$ cat config.mk
export PLATFORM = sky130hd
export DESIGN_NAME = au_issue_ctrl
export DESIGN_NICKNAME = d
export VERILOG_FILES = /design/src/rtl/au_issue_ctrl.sv
export SDC_FILE = /design/constraint.sdc
export NUM_CORES = 1
export LEC_CHECK = 0
export BUFFER_PORTS_ARGS = -buffer_cell sky130_fd_sc_hd__buf_2
export CELL_PAD_IN_SITES_DETAIL_PLACEMENT = 1
export CELL_PAD_IN_SITES_GLOBAL_PLACEMENT = 2
export CORE_AREA = 2 2 321 323
export DETAILED_ROUTE_END_ITERATION = 12
export DIE_AREA = 0 0 323 325
export GPL_ROUTABILITY_DRIVEN = 0
export PLACE_DENSITY_LB_ADDON = 0.25
export SYNTH_ARGS = -nofsm -noshare
export SYNTH_HDL_FRONTEND = slang
export SYNTH_SLANG_ARGS = --single-unit
$ cat constraint.sdc
create_clock -name clk -period 3.4 [get_ports clk]
set_input_delay 1.02 -clock clk [delete_from_list [all_inputs] [get_ports clk]]
set_output_delay 1.02 -clock clk [all_outputs]
set_load 0.005 [all_outputs]
$ cat src/rtl/au_issue_ctrl.sv
// rtl/au_issue_ctrl.sv - issue/writeback sequencer and register file feeding the S9.14 AU
module au_issue_ctrl #(
  parameter int W       = 24,
  parameter int NREG    = 16,
  parameter int AW      = 4,
  parameter int TIMEOUT = 64
) (
  input  logic          clk,
  input  logic          rst,
  input  logic          instr_valid,
  output logic          instr_ready,
  input  logic [1:0]    instr_op,
  input  logic [1:0]    instr_ysel,
  input  logic [AW-1:0] instr_rd,
  input  logic [AW-1:0] instr_rs,
  input  logic [AW-1:0] instr_rt,
  input  logic [W-1:0]  instr_imm,
  input  logic          host_we,
  input  logic [AW-1:0] host_addr,
  input  logic [W-1:0]  host_wdata,
  output logic [W-1:0]  host_rdata,
  output logic          au_start,
  output logic [W-1:0]  au_R,
  output logic [W-1:0]  au_S,
  output logic [W-1:0]  au_Iimm,
  output logic [1:0]    au_op_sel,
  output logic [1:0]    au_mul_y_sel,
  input  logic [W-1:0]  au_result,
  input  logic          au_done,
  input  logic          au_busy,
  output logic          busy,
  output logic          err_timeout,
  input  logic          err_clr,
  output logic [15:0]   retire_cnt
);

  localparam int CW = $clog2(TIMEOUT) + 1;
  localparam logic [CW-1:0] WAIT_LAST = CW'(TIMEOUT - 1);

  typedef enum logic [1:0] {S_IDLE, S_ISSUE, S_WAIT, S_WB} state_t;

  state_t          state;
  logic [W-1:0]    regs [NREG];
  logic [AW-1:0]   rd_q;
  logic [W-1:0]    res_q;
  logic [CW-1:0]   wait_cnt;

  // Ready only in IDLE and never while reset is being applied.
  assign instr_ready = (state == S_IDLE) && !rst;
  assign busy        = (state != S_IDLE);
  // Start fires in the ISSUE cycle the AU reports itself free; the FSM leaves ISSUE on that same edge.
  assign au_start    = (state == S_ISSUE) && !au_busy;

  // Sequencer: operand latch on accept, issue guard, bounded wait for done, writeback bookkeeping.
  always_ff @(posedge clk) begin
    if (rst) begin
      state        <= S_IDLE;
      au_R         <= '0;
      au_S         <= '0;
      au_Iimm      <= '0;
      au_op_sel    <= '0;
      au_mul_y_sel <= '0;
      rd_q         <= '0;
      res_q        <= '0;
      wait_cnt     <= '0;
      err_timeout  <= 1'b0;
      retire_cnt   <= '0;
    end else begin
      // A timeout set later in this block overrides a simultaneous clear.
      if (err_clr) err_timeout <= 1'b0;
      case (state)
        S_IDLE: begin
          if (instr_valid) begin
            au_R         <= regs[instr_rs];
            au_S         <= regs[instr_rt];
            au_Iimm      <= instr_imm;
            au_op_sel    <= instr_op;
            au_mul_y_sel <= instr_ysel;
            rd_q         <= instr_rd;
            state        <= S_ISSUE;
          end
        end
        S_ISSUE: begin
          if (!au_busy) begin
            wait_cnt <= '0;
            state    <= S_WAIT;
          end
        end
        S_WAIT: begin
          if (au_done) begin
            // Negative zero is folded to +0 before it reaches the register file.
            res_q <= (au_result[W-2:0] == '0) ? '0 : au_result;
            state <= S_WB;
          end else if (wait_cnt == WAIT_LAST) begin
            err_timeout <= 1'b1;
            state       <= S_IDLE;
          end else begin
            wait_cnt <= wait_cnt + 1'b1;
          end
        end
        S_WB: begin
          retire_cnt <= retire_cnt + 16'd1;
          state      <= S_IDLE;
        end
        default: state <= S_IDLE;
      endcase
    end
  end

  // Register file: host write first so a same-address writeback lands last; r0 is never written.
  always_ff @(posedge clk) begin
    if (rst) begin
      for (int i = 0; i < NREG; i++) regs[i] <= '0;
    end else begin
      if (host_we && (host_addr != '0)) regs[host_addr] <= host_wdata;
      if ((state == S_WB) && (rd_q != '0)) regs[rd_q] <= res_q;
    end
  end

  // Host readback with one cycle of latency.
  always_ff @(posedge clk) begin
    if (rst) host_rdata <= '0;
    else     host_rdata <= regs[host_addr];
  end

endmodule

* Yosys cells after proc, flatten, opt, wreduce, memory -nomap -nowiden
Memory sizes are Yosys's and may differ from the RTL's. A register that Yosys moved wholly into a read port is not among the register bits.
Index checks and enable logic that the tools add are counted.
** Storage, ports and cells
- Memories kept :: 1
- Output and inout port bits :: 120
- Bits in writable memories :: 384
- Logic and storage cells :: 67
- Bits in registers :: 82
** Cells by class
- Muxes and demuxes :: 28
- $add $sub $neg :: 2
- Eq/ne operators :: 9
- Reductions and logical operators :: 18
** Memories
- regs :: words 16, width 24, rd ports 3, clocked after memory_dff 3, write ports 16, RTL line 43 : logic [W-1:0] regs [NREG];
** Operators with widths (count)
- $mux 24 :: 3
- $reduce_or 24->1 :: 2
- $logic_not 23->1 :: 1
- $mux 7 :: 3
- $add 16x1->16 const B :: 1
- $mux 1 :: 14
- $pmux 7 s2 :: 1
- $mux 2 :: 4
- $mux 4 :: 2
- $ne 2x2->1 const B :: 4
- $pmux 2 s4 :: 1
- $reduce_bool 4->1 :: 2
- $add 7x1->7 const B :: 1
- $eq 7x6->1 const B :: 1
- $eq 2x2->1 const B :: 2
- $logic_and 1x1->1 :: 4
- $reduce_and 2->1 :: 2
- $reduce_and 4->1 :: 1
- $reduce_bool 2->1 :: 2
- $ne 3x3->1 const B :: 1
- $reduce_and 3->1 :: 1
- $eq 2x1->1 const B :: 1
- $logic_not 1->1 :: 2
- $logic_not 2->1 :: 1

* Depth between registers and ports, before layout
Gate-level depths: netlist (run 1).
- Depth in word-level cells :: 7
- Gate-level depth with buffers :: 8

* Worst setup path before layout (run 1)
Ideal clock, no wire load.
- Kind :: in2reg
- Start point :: input port rst
- End point :: memory regs[14][0] (enable)
- Required time :: 3019 ps
- Path buffers :: 2
- Cell stages on the path :: 5
- Path slack :: 454 ps
- Data arrival time :: 2565 ps
- Cells stage by stage :: clkbuf_1 nand4b_1 nor4b_2 buf_2 or3_1
** RTL lines
- start: declaration :: RTL line 9 : input logic rst,
- end: declaration :: RTL line 43

* Final worst setup path (run 1)
- Start point :: register state[0]
- End point :: output port au_start
** Between the ends
- Longest elaborated chain between the ends :: 2
** RTL lines
- start: declaration :: RTL line 42 : state_t state;
- start signal: assignment :: RTL line 57 : state <= S_IDLE;
- start signal: assignment :: RTL line 80 : state <= S_ISSUE;
- start signal: assignment :: RTL line 86 : state <= S_WAIT;
- $eq 2x1->1 :: RTL line 52 : assign au_start = (state == S_ISSUE) && !au_busy;
- $logic_and 1x1->1 :: RTL line 52
- end: declaration :: RTL line 22 : output logic au_start,
No other way between the ends.

==> metrics.md, run 1 <==
| Metric | Value |
|---|---|
| Largest net degree at the start of global routing | `71` |
| Nets | `2,585` |
| # setup viols final | `0` |
| Final period util | `0.926` |
| Setup Crit Path Kind | `flop to output pin` |
| RR Startpoint | `rd_q[1]$_SDFFE_PP0P_` |
| Worst Hold Endpoint | `au_Iimm[7]$_SDFFE_PP0P_` |
| Worst slew pin tran | `1.31 ns` |
| R2R cell count | `5` |
| First-pass GRT wire length | `166 mm` |
| Crit path arrival time | `2.13 ns` |
| CTS H-Tree Depth | `3` |
| Grt met2 use | `0.332` |
| Storage cell area | `14,600 um2` |
| Clock sinks | `538` |
| DR WL/cell | `29.4 um` |
| Drt pass-1 iters | `5` |
| Drt total wl | `115 mm` |
| Clock power share | `0.424` |
| Most frequent cells in the layout | `edfxtp_1, a22o_1, nand2_1, mux4_2, buf_2` |
| Power Internal | `12,900 uW` |
| Min-Delay Path Class | `flop to flop` |
| Seq/Total Area, Yosys | `0.483` |
| # IOs | `219` |
| Crit path time final | `3.15 ns` |
| Commonest non-fill, non-tap cell in the layout | `edfxtp_1` |
| Final hold vios | `0` |
| Vias in the first global route | `23,100` |
| Number of vias per cell | `5.78` |
| Total negative setup slack | `0 ns` |
| P per Cell Area | `494 nW/um2` |
| Peak Freq | `317 MHz` |
| Antenna viol nets, final | `0` |
| Max Slew Vio Count | `0` |
| All-layer global routing usage | `0.216` |
| EDFF count, synth | `384` |
| HPWL reported at the end of detailed placement | `84.6 mm` |
| Proportion of layout cells with a drive suffix above 1 | `0.288` |
| Core region area | `101,000 um2` |
| Maximum VDD drop | `0.000268 V` |
| Max capacitance violation total | `0` |
| Input/output buffers | `218` |
| Status | `finished clean` |
| Hold path cells | `2` |
| Syn avg cell area | `12.9 um2` |
| Fraction of registers with async set/reset | `0` |
| Starting Density | `0.298` |
| Seq cells post-synth | `538` |
| Startpoint Class | `flop` |
| Clock-pin slew on the worst setup and hold paths | `0.06 ns` |
| Slew headroom | `0.122` |
| GR Overflow Total | `0` |
| GR Util met3 | `0.0527` |
| Synthesized area | `30,200 um2` |
| Post-synth top flop | `edfxtp_1` |
| Clk Latency, worst-skew pair | `0.63 ns` |
| Hold_sp | `au_Iimm[7]$_SDFFE_PP0P_` |
| CTS-repair resized insts | `0` |
| # Post-CTS Setup Buffers | `0` |
| Crit path capture type | `output pin` |
| CTS Hold Bufs | `0` |
| Worst-path maximum fanout | `9` |
| LEAKAGE | `0.0126 uW` |
| R2R Setup Slk | `0.69 ns` |
| FF-to-FF End | `regs[5][5]$_DFFE_PP_` |
| Syn Inst Count | `2,337` |
| Psw | `4610 uW` |
| Number of synthesis warnings | `0` |
| CTS tree | `built` |
| Height of the die | `325 um` |
| Total power | `17,500 uW` |
| Root Buffer | `clkbuf_16` |
| Seq pwr share | `0.447` |
| Post-synthesis cell type count | `57` |
| Worst endpoint required time | `2.38 ns` |
| Longest Clk Path Bufs | `3` |
| Area delta synth->final | `17.4%` |
| CTS Buf Count | `68` |
| GR Util met1 | `0.299` |
| Sw Share | `0.263` |
| Die area | `105,000 um2` |
| GRT Max-Usage Layer | `met2` |
| Die Span X | `323 um` |
| Vias | `22,600` |
| Initial antenna violation count | `17` |
| # fillers | `10,800` |
| DRC | `0` |
| Area occupied by multi-input gates | `14,500 um2` |
| Combinational power share | `0.129` |
| Number of DRC markers after the initial detailed-route iteration | `2,129` |
| Hold slack final | `0.451 ns` |
| Clock Skews | `0.0324 ns` |
| Num rows | `117` |
| RSZ-0062 raised after global routing | `no` |
## worst max-delay path, stage by stage (launching register included)
cell and delay [ns]:
dfxtp_1 0.64, or3b_2 0.62, inv_1 0.12, buf_2 0.12
## layout make-up
| type | instances | share of cell area |
|---|---|---|
| inverters | 5 | 0.000529 |
| flip-flops and latches | 538 | 0.412 |
| clock inverters | 27 | 0.00765 |
| diodes | 4 | 0.000282 |
| multi-input cells | 1523 | 0.410 |
| well taps | 1368 | 0.0482 |
| clock buffers | 94 | 0.0562 |
| repair buffers | 348 | 0.0655 |
## power groups by stage
stage / clock (uW) / sequential (uW) / combinational, uW
6_report: 7440 / 7830 / 2250
5_1_grt: 7820 / 7860 / 2390
4_1_cts: 7610 / 7810 / 2250
3_5_place_dp: 0 / 7950 / 2240
3_3_place_gp: 0 / 7910 / 2210
2_1_floorplan: 0 / 7750 / 1370
## synth_stat cells (19+ instances only)
cell type / count / area (um2)
o22ai_1: 24 / 150
a32oi_1: 32 / 280
edfxtp_1: 384 / 11500
mux2i_1: 193 / 1930
nand2_1: 257 / 965
o21ai_0: 71 / 355
a21oi_1: 68 / 340
a22oi_1: 32 / 240
mux4_2: 240 / 5410
a22o_1: 312 / 2730
clkbuf_1: 166 / 623
nand3_1: 31 / 155
nand2b_1: 38 / 238
dfxtp_1: 154 / 3080
or3_1: 19 / 119
buf_2: 77 / 385
buf_1: 33 / 124
nor2_1: 34 / 128
## per-layer routing
layer	vias up	share of wire
met5	-	0.00090
met4	18	0.024
met3	165	0.086
met2	950	0.45
met1	11800	0.43
li1	9635	-
## state kept, by name (all words and copies together) (netlist names), 2 cells and up
register / flops
regs: 384
au_Iimm: 24
au_R: 24
au_S: 24
host_rdata: 24
res_q: 24
retire_cnt: 16
wait_cnt: 7
rd_q: 4
au_mul_y_sel: 2
au_op_sel: 2
state: 2
## how the worst max path moves through the flow
stage                           from                    end  slack (ns)  depth (start not counted)
2_1_floorplan                    rst  regs[14][0]$_DFFE_PP_        0.45                          5
3_3_place_gp                     rst  regs[5][10]$_DFFE_PP_       -0.01                          7
3_5_place_dp                     rst  regs[5][15]$_DFFE_PP_       -0.09                          7
4_1_cts        state[0]$_SDFFE_PP0P_               au_start        0.22                          3
5_1_grt        state[0]$_SDFFE_PP0P_               au_start        0.14                          3
6_report       state[0]$_SDFFE_PP0P_               au_start        0.25                          3
## cell families (layout without fill, tap and decap cells)
logic type               Yosys count  in the layout  synth area share
AO/OA/AOI/OAI                    597            597             0.149
XOR/XNOR                           9              9           0.00261
multiplexers                     433            433             0.243
other                              1             28          0.000124
AND/OR/NAND/NOR                  458            458            0.0783
adder cells (fa/ha/maj)            2              2          0.000828
flip-flops                       538            538             0.483
buffers and inverters            299            474            0.0425
## per-stage QoR
step / cell area [um2] / setup slack [ns] / util / instances
after floorplan: 30300 / 0.454 / - / 2360
after global placement: 33200 / -0.0133 / 0.328 / 3782
after detailed placement: 33200 / -0.0917 / 0.328 / 3782
after CTS: 35500 / 0.219 / 0.350 / 3903
after global routing: 35500 / 0.144 / 0.350 / 3907
final: 35500 / 0.250 / 0.350 / 3907
(Power assumes the default switching activity.)
==> run 2, diff against run 1 <==
--- a/config.mk
+++ b/config.mk
@@ -8,9 +8,10 @@
 export BUFFER_PORTS_ARGS = -buffer_cell sky130_fd_sc_hd__buf_2
 export CELL_PAD_IN_SITES_DETAIL_PLACEMENT = 1
 export CELL_PAD_IN_SITES_GLOBAL_PLACEMENT = 2
-export CORE_AREA = 2 2 321 323
+export CORE_AREA = 2 2 287 360
+export CTS_CLUSTER_DIAMETER = 50
 export DETAILED_ROUTE_END_ITERATION = 12
-export DIE_AREA = 0 0 323 325
+export DIE_AREA = 0 0 289 362
 export GPL_ROUTABILITY_DRIVEN = 0
 export PLACE_DENSITY_LB_ADDON = 0.25
 export SYNTH_ARGS = -nofsm -noshare
==> run 2 against run 1 <==
First-iteration DRC count decreased by 2.3%. Sequential power hardly changed. Maximum frequency is 0.99% lower. Count of clock-buffer cells in the layout is 10 higher. Worst hold slack better by 0.0016 ns. Critical endpoint unchanged. Critical path depth increased by 1. Wire length is 11% higher. Worst setup slack worse by 0.032 ns.
==> metrics.md, run 2 (synthesis gave the netlist of run 1 again) <==
| Metric | Value |
|---|---|
| Clock sinks | `538 (unchanged)` |
| CTS Hold Bufs | `0 (unchanged)` |
| Commonest non-fill, non-tap cell in the layout | `edfxtp_1 (unchanged)` |
| Crit path capture type | `output pin (unchanged)` |
| Total power | `18,600 uW (was 17,500 uW)` |
| Design Area, Final | `36,200 um2 (was 35,500 um2)` |
| Setup Crit Path Kind | `flop to output pin (unchanged)` |
| P per Cell Area | `514 nW/um2 (was 494 nW/um2)` |
| Worst slew pin tran | `1.12 ns (was 1.31 ns)` |
| CTS-repair resized insts | `0 (unchanged)` |
| Min-Delay Path Class | `flop to flop (unchanged)` |
| Largest stage delay, worst path | `0.60 ns (was 0.64 ns)` |
| Area delta synth->final | `19.7% (was 17.4%)` |
| Final period util | `0.936 (was 0.926)` |
| CTS tree | `built (unchanged)` |
| # IOs | `219 (unchanged)` |
| Clock Skews | `0.0306 ns (was 0.0324 ns)` |
| All-layer global routing usage | `0.242 (was 0.216)` |
| Storage cell area | `14,600 um2 (unchanged)` |
| Maximum VDD drop | `0.000370 V (was 0.000268 V)` |
| Slew headroom | `0.250 (was 0.122)` |
| Max Slew Vio Count | `0 (unchanged)` |
| DR WL/cell | `32.5 um (was 29.4 um)` |
| Largest net degree at the start of global routing | `97 (was 71)` |
| Total negative setup slack | `0 ns (unchanged)` |
| Input/output buffers | `218 (unchanged)` |
| Drt pass-1 iters | `7 (was 5)` |
| CP Cell Sequence | `buf_4 -> or3b_2 -> inv_1 -> buf_2 (was or3b_2 -> inv_1 -> buf_2)` |
| Status | `finished clean (unchanged)` |
| LEAKAGE | `0.0130 uW (was 0.0126 uW)` |
| Clk Latency, worst-skew pair | `0.68 ns (was 0.63 ns)` |
| Die Span X | `289 um (was 323 um)` |
| Largest Register | `regs (unchanged)` |
| Drt total wl | `127 mm (was 115 mm)` |
| First-pass GRT wire length | `181 mm (was 166 mm)` |
| Crit path arrival time | `2.16 ns (was 2.13 ns)` |
| DP Area | `33,400 um2 (was 33,200 um2)` |
| Core region area | `101,000 um2 (about the same)` |
| Max reg flops | `384 (unchanged)` |
| Starting Density | `0.298 (about the same)` |
| Longest Clk Path Bufs | `3 (unchanged)` |
| Worst endpoint required time | `2.38 ns (about the same)` |
| DRC | `0 (unchanged)` |
| Most frequent cells in the layout | `edfxtp_1, a22o_1, nand2_1, mux4_2, buf_2 (unchanged)` |
| Vias | `23,200 (was 22,600)` |
| Final hold vios | `0 (unchanged)` |
| Proportion of layout cells with a drive suffix above 1 | `0.302 (was 0.288)` |
| Worst-path maximum fanout | `11 (was 9)` |
| Number of vias per cell | `5.93 (was 5.78)` |
| Height of the die | `362 um (was 325 um)` |
| CTS H-Tree Depth | `3 (unchanged)` |
| # fillers | `10,700 (was 10,800)` |
| CTS Buf Count | `82 (was 68)` |
| Num rows | `131 (was 117)` |
| HPWL reported at the end of detailed placement | `85.5 mm (was 84.6 mm)` |
| Max capacitance violation total | `0 (unchanged)` |
| # Post-CTS Setup Buffers | `0 (unchanged)` |
| GR Overflow Total | `0 (unchanged)` |
| Number of DRC markers after the initial detailed-route iteration | `2,081 (was 2,129)` |
| Worst path slowest cell | `or3b_2 (was dfxtp_1)` |
| Peak Freq | `314 MHz (was 317 MHz)` |
| # setup viols final | `0 (unchanged)` |
| Startpoint Class | `flop (unchanged)` |
| Clock-pin slew on the worst setup and hold paths | `0.06 ns (about the same)` |
| Area occupied by multi-input gates | `14,500 um2 (about the same)` |
| Root Buffer | `clkbuf_16 (unchanged)` |
| Nets | `2,610 (was 2,585)` |
| Vias in the first global route | `24,400 (was 23,100)` |
| Finished Core Util | `0.357 (was 0.350)` |
| Initial antenna violation count | `16 (was 17)` |
| Die area | `105,000 um2 (about the same)` |
| Crit path time final | `3.18 ns (was 3.15 ns)` |
| Antenna viol nets, final | `0 (unchanged)` |
| RSZ-0062 raised after global routing | `no (unchanged)` |
## run 2: cell types whose count changed in the layout (fill, tap and decap cells not counted), moves of 2 or more
cell and change:
buf_12 +15, clkbuf_16 +12, inv_6 +10, clkinvlp_4 +5
buf_4 -4, clkinv_4 +4, clkinv_1 -2, inv_8 +8
bufinv_16 -3, clkinv_8 +2, clkinv_2 -3
## run 2: cell type report
| cell class | instances | share of cell area |
|---|---|---|
| diodes | 4 | 0.000277 |
| clock buffers | 104 | 0.0630 |
| clock inverters | 49 | 0.0128 |
| inverters | 5 | 0.000519 |
| multi-input cells | 1523 | 0.402 |
| flip-flops and latches | 538 | 0.404 |
| well taps | 1330 | 0.0460 |
| repair buffers | 359 | 0.0717 |
## run 2: final timing paths
path         cells after the start                      end  slack, ns               startpoint
max                              4                 au_start       0.22    state[1]$_SDFFE_PP0P_
min                              2  au_Iimm[0]$_SDFFE_PP0P_       0.45  au_Iimm[0]$_SDFFE_PP0P_
max reg2reg                      5    regs[11][7]$_DFFE_PP_       0.81     rd_q[2]$_SDFFE_PP0P_
min reg2reg                      2  au_Iimm[0]$_SDFFE_PP0P_       0.45  au_Iimm[0]$_SDFFE_PP0P_
## run 2: per-stage QoR
step | hold slack (ns) | cells | setup slack [ns]
after floorplan | 0.453 | 2360 | 0.454
final | 0.452 | 3912 | 0.219
after global routing | 0.477 | 3910 | 0.109
after detailed placement | 0.447 | 3755 | 0.0915
after global placement | 0.440 | 3755 | 0.120
after CTS | 0.457 | 3908 | 0.163
## run 2: where the power goes
| part | leakage, uW | internal, uW | total [uW] | switching [uW] |
|---|---|---|---|---|
| logic | 0.00671 | 999 | 2250 | 1260 |
| clock network | 0.00133 | 5010 | 8520 | 3510 |
| registers | 0.00493 | 7440 | 7820 | 384 |
| total | 0.0130 | 13500 | 18600 | 5150 |
## run 2: routing by layer
| layer | GRT usage | part of all wire | vias to the layer above |
|---|---|---|---|
| met5 | 0 | 0.00073 | - |
| met4 | 0.101 | 0.040 | 16 |
| met3 | 0.0465 | 0.070 | 268 |
| met2 | 0.418 | 0.50 | 1038 |
| met1 | 0.293 | 0.39 | 12100 |
| li1 | - | - | 9724 |
## run 2: worst max-delay path: cells and delay by family (launching register included)
| family | cells | cell delay (ns) |
|---|---|---|
| buffers and inverters | 3 | 0.46 |
| flip-flops | 1 | 0.42 |
| AND/OR/NAND/NOR | 1 | 0.60 |
==> run 3, diff against run 2 <==
==> constraint.sdc (replaced) <==
create_clock -name clk -period 2.9 [get_ports clk]
set_input_delay 0.87 -clock clk [delete_from_list [all_inputs] [get_ports clk]]
set_output_delay 0.87 -clock clk [all_outputs]
set_load 0.005 [all_outputs]
==> run 3 against run 2 <==
Highest routed layer unchanged. The run now ends with max-capacitance violations left. Cell area increased by 1.6%. Sequential cell count did not move. Global-route usage increased by 0.42 points.
==> metrics.md, run 3 (synthesis gave the netlist of run 1 again) <==
| Metric | Value |
|---|---|
| Nets | `2,641 (was 2,610)` |
| Core region area | `101,000 um2 (unchanged)` |
| Longest Clk Path Bufs | `3 (unchanged)` |
| First-pass GRT wire length | `183 mm (was 181 mm)` |
| RSZ-0062 raised after global routing | `no (unchanged)` |
| Largest Register | `regs (unchanged)` |
| DR WL/cell | `32.9 um (was 32.5 um)` |
| DP Area | `33,900 um2 (was 33,400 um2)` |
| Starting Density | `0.298 (unchanged)` |
| Status | `finished with violations (was finished clean)` |
| Antenna viol nets, final | `0 (unchanged)` |
| Num rows | `131 (unchanged)` |
| Vias in the first global route | `24,200 (was 24,400)` |
| Clk Latency, worst-skew pair | `0.69 ns (was 0.68 ns)` |
| Maximum VDD drop | `0.000382 V (was 0.000370 V)` |
| LEAKAGE | `0.0132 uW (was 0.0130 uW)` |
| Max reg flops | `384 (unchanged)` |
| CTS H-Tree Depth | `3 (unchanged)` |
| Min-Delay Path Class | `input pin to flop (was flop to flop)` |
| Peak Freq | `357 MHz` |
| Max capacitance violation total | `1 (was 0)` |
| Design Area, Final | `36,800 um2 (was 36,200 um2)` |
| Clock-pin slew on the worst setup and hold paths | `0.06 ns (about the same)` |
| Startpoint Class | `flop (unchanged)` |
| Setup Crit Path Kind | `flop to output pin (unchanged)` |
| Drt total wl | `130 mm (was 127 mm)` |
| Largest stage delay, worst path | `0.49 ns (was 0.60 ns)` |
| Clock sinks | `538 (unchanged)` |
| GR Util met3 | `0.0497 (was 0.0465)` |
| Worst slew pin tran | `1.48 ns (was 1.12 ns)` |
| Number of DRC markers after the initial detailed-route iteration | `2,435 (was 2,081)` |
| Total power | `22,500 uW (was 18,600 uW)` |
| Max Slew Vio Count | `0 (unchanged)` |
| Crit path time final | `2.80 ns` |
| Commonest non-fill, non-tap cell in the layout | `edfxtp_1 (unchanged)` |
| All-layer global routing usage | `0.246 (was 0.242)` |
| Final period util | `0.966` |
| Fin cells | `3,941 (was 3,912)` |
| Worst path slowest cell | `or3b_2 (unchanged)` |
| Drt pass-1 iters | `5 (was 7)` |
| Clock Skews | `0.0332 ns (was 0.0306 ns)` |
| P per Cell Area | `612 nW/um2 (was 514 nW/um2)` |
| Worst-path maximum fanout | `12 (was 11)` |
| Largest net degree at the start of global routing | `71 (was 97)` |
| Initial antenna violation count | `13 (was 16)` |
| Crit path capture type | `output pin (unchanged)` |
| Proportion of layout cells with a drive suffix above 1 | `0.310 (was 0.302)` |
| Worst endpoint required time | `2.03 ns (was 2.38 ns)` |
| Input/output buffers | `218 (unchanged)` |
| GRT Max-Usage Layer | `met2 (unchanged)` |
| Area delta synth->final | `21.6% (was 19.7%)` |
| DRC | `0 (unchanged)` |
| # setup viols final | `0 (unchanged)` |
| Height of the die | `362 um (unchanged)` |
| Vias | `23,400 (was 23,200)` |
| CTS Buf Count | `80 (was 82)` |
| CTS tree | `built (unchanged)` |
| Root Buffer | `clkbuf_16 (unchanged)` |
| Most frequent cells in the layout | `edfxtp_1, a22o_1, nand2_1, mux4_2, buf_2 (unchanged)` |
| # IOs | `219 (unchanged)` |
| Final hold vios | `0 (unchanged)` |
| Placed cell count | `3,787 (was 3,755)` |
| Number of vias per cell | `5.94 (was 5.93)` |
| CP Cell Sequence | `buf_4 -> or3b_2 -> inv_1 -> buf_2 (unchanged)` |
| Failing checks | `max-capacitance violations` |
| Slew headroom | `0.0118 (was 0.250)` |
| Die Span X | `289 um (unchanged)` |
| GR Util met1 | `0.309 (was 0.293)` |
| GR Overflow Total | `0 (unchanged)` |
| Hold slack final | `0.438 ns (was 0.452 ns)` |
| Crit path arrival time | `1.93 ns (was 2.16 ns)` |
| HPWL reported at the end of detailed placement | `87.9 mm (was 85.5 mm)` |
| Die area | `105,000 um2 (unchanged)` |
| Grt met2 use | `0.413 (was 0.418)` |
==> run 3: cell count changes in the layout (fill, tap and decap cells not counted), sizes merged <==
cell,before,now
clkinv,17,18
inv,27,20
buf,359,392
clkbuf,104,94
bufinv,2,15
clkinvlp,8,7
==> run 3: worst paths after layout <==
check / startpoint / to / slack, ns / cells past startpoint
worst max-delay path: state[1]$_SDFFE_PP0P_ / au_start / 0.1 / 4
worst min-delay path: instr_imm[15] / au_Iimm[15]$_SDFFE_PP0P_ / 0.44 / 3
worst max register to register: rd_q[0]$_SDFFE_PP0P_ / regs[5][12]$_DFFE_PP_ / 0.27 / 4
worst min register to register: au_Iimm[12]$_SDFFE_PP0P_ / au_Iimm[12]$_SDFFE_PP0P_ / 0.46 / 2
==> run 3: critical path: cells and delay by family, from the launching register on <==
family        cells  cell delay (ns)
simple gates      1             0.49
flops             1             0.37
buf+inv           3             0.40
==> run 3: what timing repair did <==
item / CTS / global route
resized for setup: 3 / 0
setup endpoints to repair: 2 / 0
setup buffers: 1 / 0
hold buffers: 0 / 0
==> run 3: power breakdown <==
group	total [uW]	internal [uW]	switching [uW]
Sequential	9170	8720	449
Clock	10600	6580	4030
Combinational	2720	1220	1500
Total	22500	16500	5970
==> run 3: cell type report <==
class | instances | area (um2)
Fill cell | 10700 | 64500
Clock inverter | 55 | 782
Inverter | 5 | 18.8
Tap cell | 1330 | 1660
Sequential cell | 538 | 14600
Multi-Input combinational cell | 1523 | 14500
Clock buffer | 94 | 2090
Antenna cell | 4 | 10.0
Timing Repair Buffer | 392 | 3040
==> run 3: metrics by stage <==
step	utilization	setup TNS (ns)	setup WS, ns
2_1_floorplan	-	0	0.104
3_3_place_gp	0.334	-11.65	-0.275
3_5_place_dp	0.334	-15.02	-0.353
4_1_cts	0.363	0	0.0322
5_1_grt	0.363	0	0.0215
6_report	0.363	0	0.0995
==> run 3: metal layers <==
| metal | vias up | wire length, um |
|---|---|---|
| met4 | 18 | 4880 |
| met1 | 12200 | 50900 |
| li1 | 9790 | - |
| met2 | 1082 | 63300 |
| met3 | 258 | 10300 |
| met5 | - | 107 |
